[src/rtl/edge_pkg.sv]
// Shared definitions for the edge-detector window sequencing logic:
// controller state encoding, minimum usable frame dimension and
// default counter widths.
package edge_pkg;

  localparam int COL_W_DEF = 10;
  localparam int ROW_W_DEF = 10;

  // A 3x3 Sobel window needs at least three columns and three rows.
  localparam int WIN_MIN = 3;

  typedef enum logic [1:0] {
    ST_IDLE  = 2'd0,
    ST_RUN   = 2'd1,
    ST_DRAIN = 2'd2,
    ST_DONE  = 2'd3
  } state_e;

  // True when a frame dimension is large enough to ever hold a full window.
  function automatic logic dim_ok(input logic [31:0] dim);
    return (dim >= 32'(WIN_MIN));
  endfunction

endpackage

[src/rtl/shift_window_ctrl_if.sv]
// Pixel-word stream and window hand-off between upstream, the shift
// controller and the Sobel stage.
interface shift_window_ctrl_if
  import edge_pkg::*;
#(
  parameter int COL_W = COL_W_DEF,
  parameter int ROW_W = ROW_W_DEF
) ();

  logic             in_valid;
  logic             in_ready;
  logic             shift_en;
  logic             out_ready;
  logic             win_valid;
  logic [COL_W-1:0] win_col;
  logic [ROW_W-1:0] win_row;

  // Environment side: supplies pixel words and consumes windows.
  modport master (
    output in_valid,
    output out_ready,
    input  in_ready,
    input  shift_en,
    input  win_valid,
    input  win_col,
    input  win_row
  );

  // Controller side.
  modport slave (
    input  in_valid,
    input  out_ready,
    output in_ready,
    output shift_en,
    output win_valid,
    output win_col,
    output win_row
  );

endinterface

[src/rtl/window_pos_counter.sv]
// Raster position of the next accepted pixel word. Column wraps at the
// latched frame width and carries into the row. Also reports whether the
// current position is the last word of the frame and whether a word at
// this position completes a 3x3 window.
module window_pos_counter
  import edge_pkg::*;
#(
  parameter int COL_W = COL_W_DEF,
  parameter int ROW_W = ROW_W_DEF
) (
  input  logic             clk,
  input  logic             rst_n,
  input  logic             inc,
  input  logic             clear,
  input  logic [COL_W-1:0] cfg_width,
  input  logic [ROW_W-1:0] cfg_height,
  output logic [COL_W-1:0] col,
  output logic [ROW_W-1:0] row,
  output logic             last,
  output logic             qualify
);

  logic [COL_W-1:0] col_q, col_d;
  logic [ROW_W-1:0] row_q, row_d;
  logic             col_wrap_s;

  assign col_wrap_s = (col_q == (cfg_width - COL_W'(1)));

  // Next position: clear on frame start, advance on each accepted word.
  always_comb begin
    col_d = col_q;
    row_d = row_q;
    if (clear) begin
      col_d = COL_W'(0);
      row_d = ROW_W'(0);
    end else if (inc) begin
      if (col_wrap_s) begin
        col_d = COL_W'(0);
        row_d = row_q + ROW_W'(1);
      end else begin
        col_d = col_q + COL_W'(1);
      end
    end else begin
      col_d = col_q;
      row_d = row_q;
    end
  end

  // Position registers.
  always_ff @(posedge clk or negedge rst_n) begin
    if (!rst_n) begin
      col_q <= COL_W'(0);
      row_q <= ROW_W'(0);
    end else begin
      col_q <= col_d;
      row_q <= row_d;
    end
  end

  assign col     = col_q;
  assign row     = row_q;
  assign last    = col_wrap_s && (row_q == (cfg_height - ROW_W'(1)));
  assign qualify = (col_q >= COL_W'(2)) && (row_q >= ROW_W'(2));

endmodule

[src/rtl/shift_window_ctrl.sv]
// Sequences the 2-deep pixel-word shift chain for the edge detector:
// accepts a frame over valid/ready, fires the shift enable per accepted
// word, and presents each complete 3x3 window (centre coordinates) to the
// Sobel stage with backpressure.
module shift_window_ctrl
  import edge_pkg::*;
#(
  parameter int COL_W = COL_W_DEF,
  parameter int ROW_W = ROW_W_DEF
) (
  input  logic                clk,
  input  logic                rst_n,
  input  logic                start,
  input  logic [COL_W-1:0]    cfg_width,
  input  logic [ROW_W-1:0]    cfg_height,
  shift_window_ctrl_if.slave  bus,
  output logic                busy,
  output logic                frame_done,
  output logic                err_cfg
);

  state_e           state_q, state_d;
  logic [COL_W-1:0] cfg_w_q, cfg_w_d;
  logic [ROW_W-1:0] cfg_h_q, cfg_h_d;
  logic             win_valid_q, win_valid_d;
  logic [COL_W-1:0] win_col_q, win_col_d;
  logic [ROW_W-1:0] win_row_q, win_row_d;
  logic             busy_q, busy_d;
  logic             frame_done_q, frame_done_d;
  logic             err_cfg_q, err_cfg_d;

  logic             in_ready_s;
  logic             shift_en_s;
  logic             cnt_clear_s;
  logic [COL_W-1:0] pos_col_s;
  logic [ROW_W-1:0] pos_row_s;
  logic             pos_last_s;
  logic             pos_qualify_s;

  window_pos_counter #(
    .COL_W(COL_W),
    .ROW_W(ROW_W)
  ) u_pos (
    .clk       (clk),
    .rst_n     (rst_n),
    .inc       (shift_en_s),
    .clear     (cnt_clear_s),
    .cfg_width (cfg_w_q),
    .cfg_height(cfg_h_q),
    .col       (pos_col_s),
    .row       (pos_row_s),
    .last      (pos_last_s),
    .qualify   (pos_qualify_s)
  );

  // Accept a word only while running and the window slot is free or being consumed.
  always_comb begin
    in_ready_s = 1'b0;
    if (state_q == ST_RUN) begin
      in_ready_s = (!win_valid_q) || bus.out_ready;
    end else begin
      in_ready_s = 1'b0;
    end
    shift_en_s = bus.in_valid && in_ready_s;
  end

  // Frame sequencing: start validation, run, drain the last window, done pulse.
  always_comb begin
    state_d     = state_q;
    cfg_w_d     = cfg_w_q;
    cfg_h_d     = cfg_h_q;
    cnt_clear_s = 1'b0;
    err_cfg_d   = 1'b0;
    case (state_q)
      ST_IDLE: begin
        if (start) begin
          if (dim_ok(32'(cfg_width)) && dim_ok(32'(cfg_height))) begin
            cfg_w_d     = cfg_width;
            cfg_h_d     = cfg_height;
            cnt_clear_s = 1'b1;
            state_d     = ST_RUN;
          end else begin
            err_cfg_d = 1'b1;
          end
        end else begin
          state_d = ST_IDLE;
        end
      end
      ST_RUN: begin
        if (shift_en_s && pos_last_s) begin
          state_d = ST_DRAIN;
        end else begin
          state_d = ST_RUN;
        end
      end
      ST_DRAIN: begin
        if (!win_valid_q) begin
          state_d = ST_DONE;
        end else begin
          state_d = ST_DRAIN;
        end
      end
      ST_DONE: begin
        state_d = ST_IDLE;
      end
      default: begin
        state_d = ST_IDLE;
      end
    endcase
    busy_d       = (state_d != ST_IDLE);
    frame_done_d = (state_d == ST_DONE);
  end

  // Window slot: load on a qualifying accepted word, clear when consumed.
  // A load in the same cycle as a consumption simply replaces the window.
  always_comb begin
    win_valid_d = win_valid_q;
    win_col_d   = win_col_q;
    win_row_d   = win_row_q;
    if (shift_en_s && pos_qualify_s) begin
      win_valid_d = 1'b1;
      win_col_d   = pos_col_s - COL_W'(1);
      win_row_d   = pos_row_s - ROW_W'(1);
    end else if (win_valid_q && bus.out_ready) begin
      win_valid_d = 1'b0;
    end else begin
      win_valid_d = win_valid_q;
    end
  end

  // State, latched configuration and registered outputs.
  always_ff @(posedge clk or negedge rst_n) begin
    if (!rst_n) begin
      state_q      <= ST_IDLE;
      cfg_w_q      <= COL_W'(0);
      cfg_h_q      <= ROW_W'(0);
      win_valid_q  <= 1'b0;
      win_col_q    <= COL_W'(0);
      win_row_q    <= ROW_W'(0);
      busy_q       <= 1'b0;
      frame_done_q <= 1'b0;
      err_cfg_q    <= 1'b0;
    end else begin
      state_q      <= state_d;
      cfg_w_q      <= cfg_w_d;
      cfg_h_q      <= cfg_h_d;
      win_valid_q  <= win_valid_d;
      win_col_q    <= win_col_d;
      win_row_q    <= win_row_d;
      busy_q       <= busy_d;
      frame_done_q <= frame_done_d;
      err_cfg_q    <= err_cfg_d;
    end
  end

  assign bus.in_ready  = in_ready_s;
  assign bus.shift_en  = shift_en_s;
  assign bus.win_valid = win_valid_q;
  assign bus.win_col   = win_col_q;
  assign bus.win_row   = win_row_q;
  assign busy          = busy_q;
  assign frame_done    = frame_done_q;
  assign err_cfg       = err_cfg_q;

endmodule

[src/flat_wrapper.sv]
// flat-port wrapper written by rule: the top's interface ports become plain ports
module shift_window_ctrl_flat import edge_pkg::*;
#(
  parameter int COL_W = COL_W_DEF,
  parameter int ROW_W = ROW_W_DEF
)
  (clk, rst_n, start, cfg_width, cfg_height, busy, frame_done, err_cfg, bus_in_valid, bus_out_ready, bus_in_ready, bus_shift_en, bus_win_valid, bus_win_col, bus_win_row);
  shift_window_ctrl_if #(.COL_W(COL_W), .ROW_W(ROW_W)) bus_i ();
  input  logic clk;
  input  logic rst_n;
  input  logic start;
  input  logic [COL_W-1:0] cfg_width;
  input  logic [ROW_W-1:0] cfg_height;
  output logic busy;
  output logic frame_done;
  output logic err_cfg;
  input wire logic [$bits(bus_i.in_valid)-1:0] bus_in_valid;
  input wire logic [$bits(bus_i.out_ready)-1:0] bus_out_ready;
  output wire logic [$bits(bus_i.in_ready)-1:0] bus_in_ready;
  output wire logic [$bits(bus_i.shift_en)-1:0] bus_shift_en;
  output wire logic [$bits(bus_i.win_valid)-1:0] bus_win_valid;
  output wire logic [$bits(bus_i.win_col)-1:0] bus_win_col;
  output wire logic [$bits(bus_i.win_row)-1:0] bus_win_row;
  assign bus_i.in_valid = bus_in_valid;
  assign bus_i.out_ready = bus_out_ready;
  assign bus_in_ready = bus_i.in_ready;
  assign bus_shift_en = bus_i.shift_en;
  assign bus_win_valid = bus_i.win_valid;
  assign bus_win_col = bus_i.win_col;
  assign bus_win_row = bus_i.win_row;
  shift_window_ctrl #(.COL_W(COL_W), .ROW_W(ROW_W)) u_core (.clk(clk), .rst_n(rst_n), .start(start), .cfg_width(cfg_width), .cfg_height(cfg_height), .bus(bus_i), .busy(busy), .frame_done(frame_done), .err_cfg(err_cfg));
endmodule
[config.mk]
export PLATFORM = sky130hd
export DESIGN_NAME = shift_window_ctrl_flat
export DESIGN_NICKNAME = d
export VERILOG_FILES = /design/src/rtl/edge_pkg.sv /design/src/rtl/shift_window_ctrl_if.sv /design/src/rtl/window_pos_counter.sv /design/src/rtl/shift_window_ctrl.sv /design/src/flat_wrapper.sv
export SDC_FILE = /design/constraint.sdc
export NUM_CORES = 1
export LEC_CHECK = 0
export CAP_MARGIN = 20
export CORE_UTILIZATION = 50
export DETAILED_ROUTE_END_ITERATION = 16
export GPL_ROUTABILITY_DRIVEN = 0
export PLACE_DENSITY = 0.74
export SLEW_MARGIN = 10
export SYNTH_ARGS = -nofsm -noshare
export SYNTH_HDL_FRONTEND = slang
export SYNTH_HIERARCHICAL = 1
export SYNTH_SLANG_ARGS = --single-unit
export TNS_END_PERCENT = 50
[constraint.sdc]
create_clock -name clk -period 2.7 [get_ports clk]
set_input_delay 0.54 -clock clk [delete_from_list [all_inputs] [get_ports clk]]
set_output_delay 0.54 -clock clk [all_outputs]
set_load 0.03 [all_outputs]
==> results.sh <==
export IMPL_dr_wl_met2_um=4220
export IMPL_synth_top_area_frac=0.417
export IMPL_pwr_share_comb=0.522
export IMPL_r2r_cells=10
export IMPL_netlist_area_um2=3970
export IMPL_cp_buffers_inverters=1
export IMPL_seqPwrFrac=0.310
export IMPL_synthCells=393
export IMPL_intPower_mw=3.22
export IMPL_synth_async_sr_flop_share=1.00
export IMPL_drv_cap=0
export IMPL_cts_max_level=3
export IMPL_tritoncts="yes"
export IMPL_coreArea_um2=7690
export IMPL_num_antenna_cells=0
export IMPL_syn_nets=426
export IMPL_syn_to_final_growth_pct=27.3
export IMPL_crit_chain="inv_2, ha_4, nor4b_4, nand3_2, a2111oi_4, o211ai_2, or2_4, nor4_4, nand3_1, a221o_2"
export IMPL_whs_ps=199
export IMPL_grt_pass1_wl_um=15000
export IMPL_vias=3245
export IMPL_cts_hold_buf=0
export IMPL_grt_max_degree=67
export IMPL_ys_warnings_count=6
export IMPL_worstSkewPairLatency_ps=340
export IMPL_first_global_vias=3137
export IMPL_netlist_top_cell_by_area="dfrtp_1"
export IMPL_synth_common_cells="66 x dfrtp_1, 40 x nand2_1, 34 x xnor2_1, 24 x nor2_1, 22 x o21ai_0"
export IMPL_finalSetupViolCount=0
export IMPL_timing_fmax_mhz=375
export IMPL_end_kind="flip-flop"
export IMPL_cp_start_kind="flip-flop"
export IMPL_crit_family="simple AND/OR/NAND/NOR gates"
export IMPL_stdcell_count=580
export IMPL_route_met3_wl_um=382
export IMPL_crit_required_ps=2920
export IMPL_min_period_ps=2660
export IMPL_dr_pass1_iters=4
export IMPL_dp_cells=557
export IMPL_worst_pin_slew_ps=472
export IMPL_p_switching_mw=2.16
export IMPL_avgSynthCellArea_um2=10.1
export IMPL_nets=506
export IMPL_relSlewSlack=0.683
export IMPL_ant_nets=0
export IMPL_status="complete, no violations"
export IMPL_finClkSkew_ps=8.88
export IMPL_crit_arrival_ps=2890
export IMPL_pwr_share_clk=0.168
export IMPL_cellLeakagePower_nw=2.21
export IMPL_fp_dieW_um=91.1
export IMPL_vias_per_cell=5.59
export IMPL_slew_violations=0
export IMPL_highest_layer="met4"
export IMPL_finalSetupTns_ps=0
export IMPL_final_util=0.657
export IMPL_cp_slowest_cell="dfrtp_1"
export IMPL_finalPower_mw=5.38
export IMPL_ys_seq_area_frac=0.417
export IMPL_min_path_type="input pin to async pin"
export IMPL_synth_edf_count=0
export IMPL_powerDensity_nw_per_um2=1070
export IMPL_rsz0062_at_grt="true"
export IMPL_routed_wl_um=8850
export IMPL_synth_cell_type_count=61
export IMPL_cts_buffers=9
export IMPL_port_buffers=50
export IMPL_drt_iter0_drc=206
export IMPL_drive_gt1_frac=0.209
export IMPL_die_area_um2=8290
export IMPL_clock_path_buffers=2
export IMPL_root_buffer="clkbuf_8"
export IMPL_crit_type="flip-flop to flip-flop"
export IMPL_clk_pin_slew_worst_paths_ps=70
export IMPL_fill_cells=612
export IMPL_regToRegEndpoint="u_core/state_q[0]"
export IMPL_yosysMostFrequentCell="dfrtp_1"
export IMPL_ir_drop_v=0.000579
export IMPL_reg2reg_from="u_core/cfg_w_q[1]"
export IMPL_num_io_pins=51
export IMPL_grt_overflow=0
export IMPL_synth_top_cells_by_area="dfrtp_1 42%, xnor2_1 7.5%, mux2_4 4.2%"
export IMPL_post_route_period_util=0.986
export IMPL_hold_viol=0
export IMPL_track_usage=0.228
export IMPL_fp_dieH_um=91.1
export IMPL_initial_core_util=0.516
export IMPL_slowest_delay_ps=430
export IMPL_std_cell_rows=32
export IMPL_antenna_found_initial=0
export IMPL_met1_length_um=4100
export IMPL_clock_sinks=66
export IMPL_drc=0
export IMPL_synth_top_flop_cell="dfrtp_1"
export IMPL_synth_seq_cells=66
export IMPL_reg2reg_slack_ps=40
export IMPL_p_sw_frac=0.402
export IMPL_critPathMaxFanout=4
export IMPL_hpwl_um=6180
export IMPL_avgRoutedWirePerCell_um=15.3
==> area by class of cell <==
class,count,area [µm²],share of cell area
tap,102,128,0.0253
sequential,66,1650,0.327
clock buffer,9,124,0.0245
inverter,15,56.3,0.0112
multi-input combinational,295,2200,0.437
timing repair buffer,86,788,0.156
clock inverter,7,93.8,0.0186
==> placed cells by master, fill, tap and decap left out, types with 9 or more instances in the layout <==
master            n
nor2_1           24
o21ai_0          22
clkbuf_8          9
dfrtp_1          65
nor4_1           11
nor3_1            9
xor2_1           13
mux2_4           11
buf_4            35
xnor2_1          34
inv_1            13
nand2_1          40
nand3_1          10
clkdlybuf4s50_1  48
==> how the worst max path moves through the flow <==
stage | startpoint | to | slack, ps | cells past startpoint
6_report | u_core/cfg_w_q[1] | u_core/state_q[0] | 40 | 10
2_1_floorplan | u_core/cfg_w_q[0] | u_core/state_q[0] | -10 | 11
3_5_place_dp | u_core/cfg_w_q[2] | u_core/state_q[0] | -40 | 8
4_1_cts | u_core/cfg_w_q[1] | u_core/state_q[0] | 40 | 10
5_1_grt | u_core/cfg_w_q[1] | u_core/state_q[0] | -60 | 10
3_3_place_gp | u_core/cfg_w_q[1] | u_core/state_q[0] | 60 | 10
==> sequential cells by signal (all words and copies together), names as in the netlist <==
| register | cells |
|---|---|
| u_core/bus.win_col | 10 |
| u_core/cfg_w_q | 10 |
| u_core/state_q | 2 |
| u_core/bus.win_valid | 1 |
| u_core/u_pos/col | 10 |
| u_core/cfg_h_q | 10 |
| u_core/err_cfg | 1 |
| u_core/u_pos/row | 10 |
| u_core/frame_done | 1 |
| u_core/busy | 1 |
| u_core/bus.win_row | 10 |
==> power by group through the flow <==
stage	Combinational, mW	Sequential (mW)	Clock (mW)
after floorplan	1.59	1.97	0
after global placement	2.63	1.67	0
after detailed placement	2.68	1.69	0
after CTS	2.74	1.66	0.926
after global routing	3.05	1.73	0.968
final	2.80	1.67	0.902
==> stage by stage <==
| step | worst slack [ps] | cell area, µm² |
|---|---|---|
| floorplan | -10.3 | 4000 |
| global placement | 58.1 | 4750 |
| detailed placement | -41.8 | 4750 |
| CTS | 42.6 | 5000 |
| global route | -59.1 | 5050 |
| finish | 36.7 | 5050 |
==> logic make-up after synthesis <==
logic type | after synthesis | synth area share
and+or+nand+nor | 146 | 0.206
xor gates and xnor gates | 47 | 0.104
AOI/OAI and AO/OA | 77 | 0.150
DFF | 66 | 0.417
muxes | 17 | 0.0571
buffers and inverters | 32 | 0.0407
adders and majority gates | 8 | 0.0252
==> metal layers <==
metal,global-route usage,up-vias
met2,0.366,96
met3,0.0318,14
met4,0.0847,0
met1,0.313,1546
met5,0,-
li1,-,1589
==> timing repair <==
item	CTS	global route
pin swaps	3	7
endpoints found under the setup margin	1	11
buffers inserted	3	5
gates resized for setup	2	4
(Power assumes the default switching activity.)
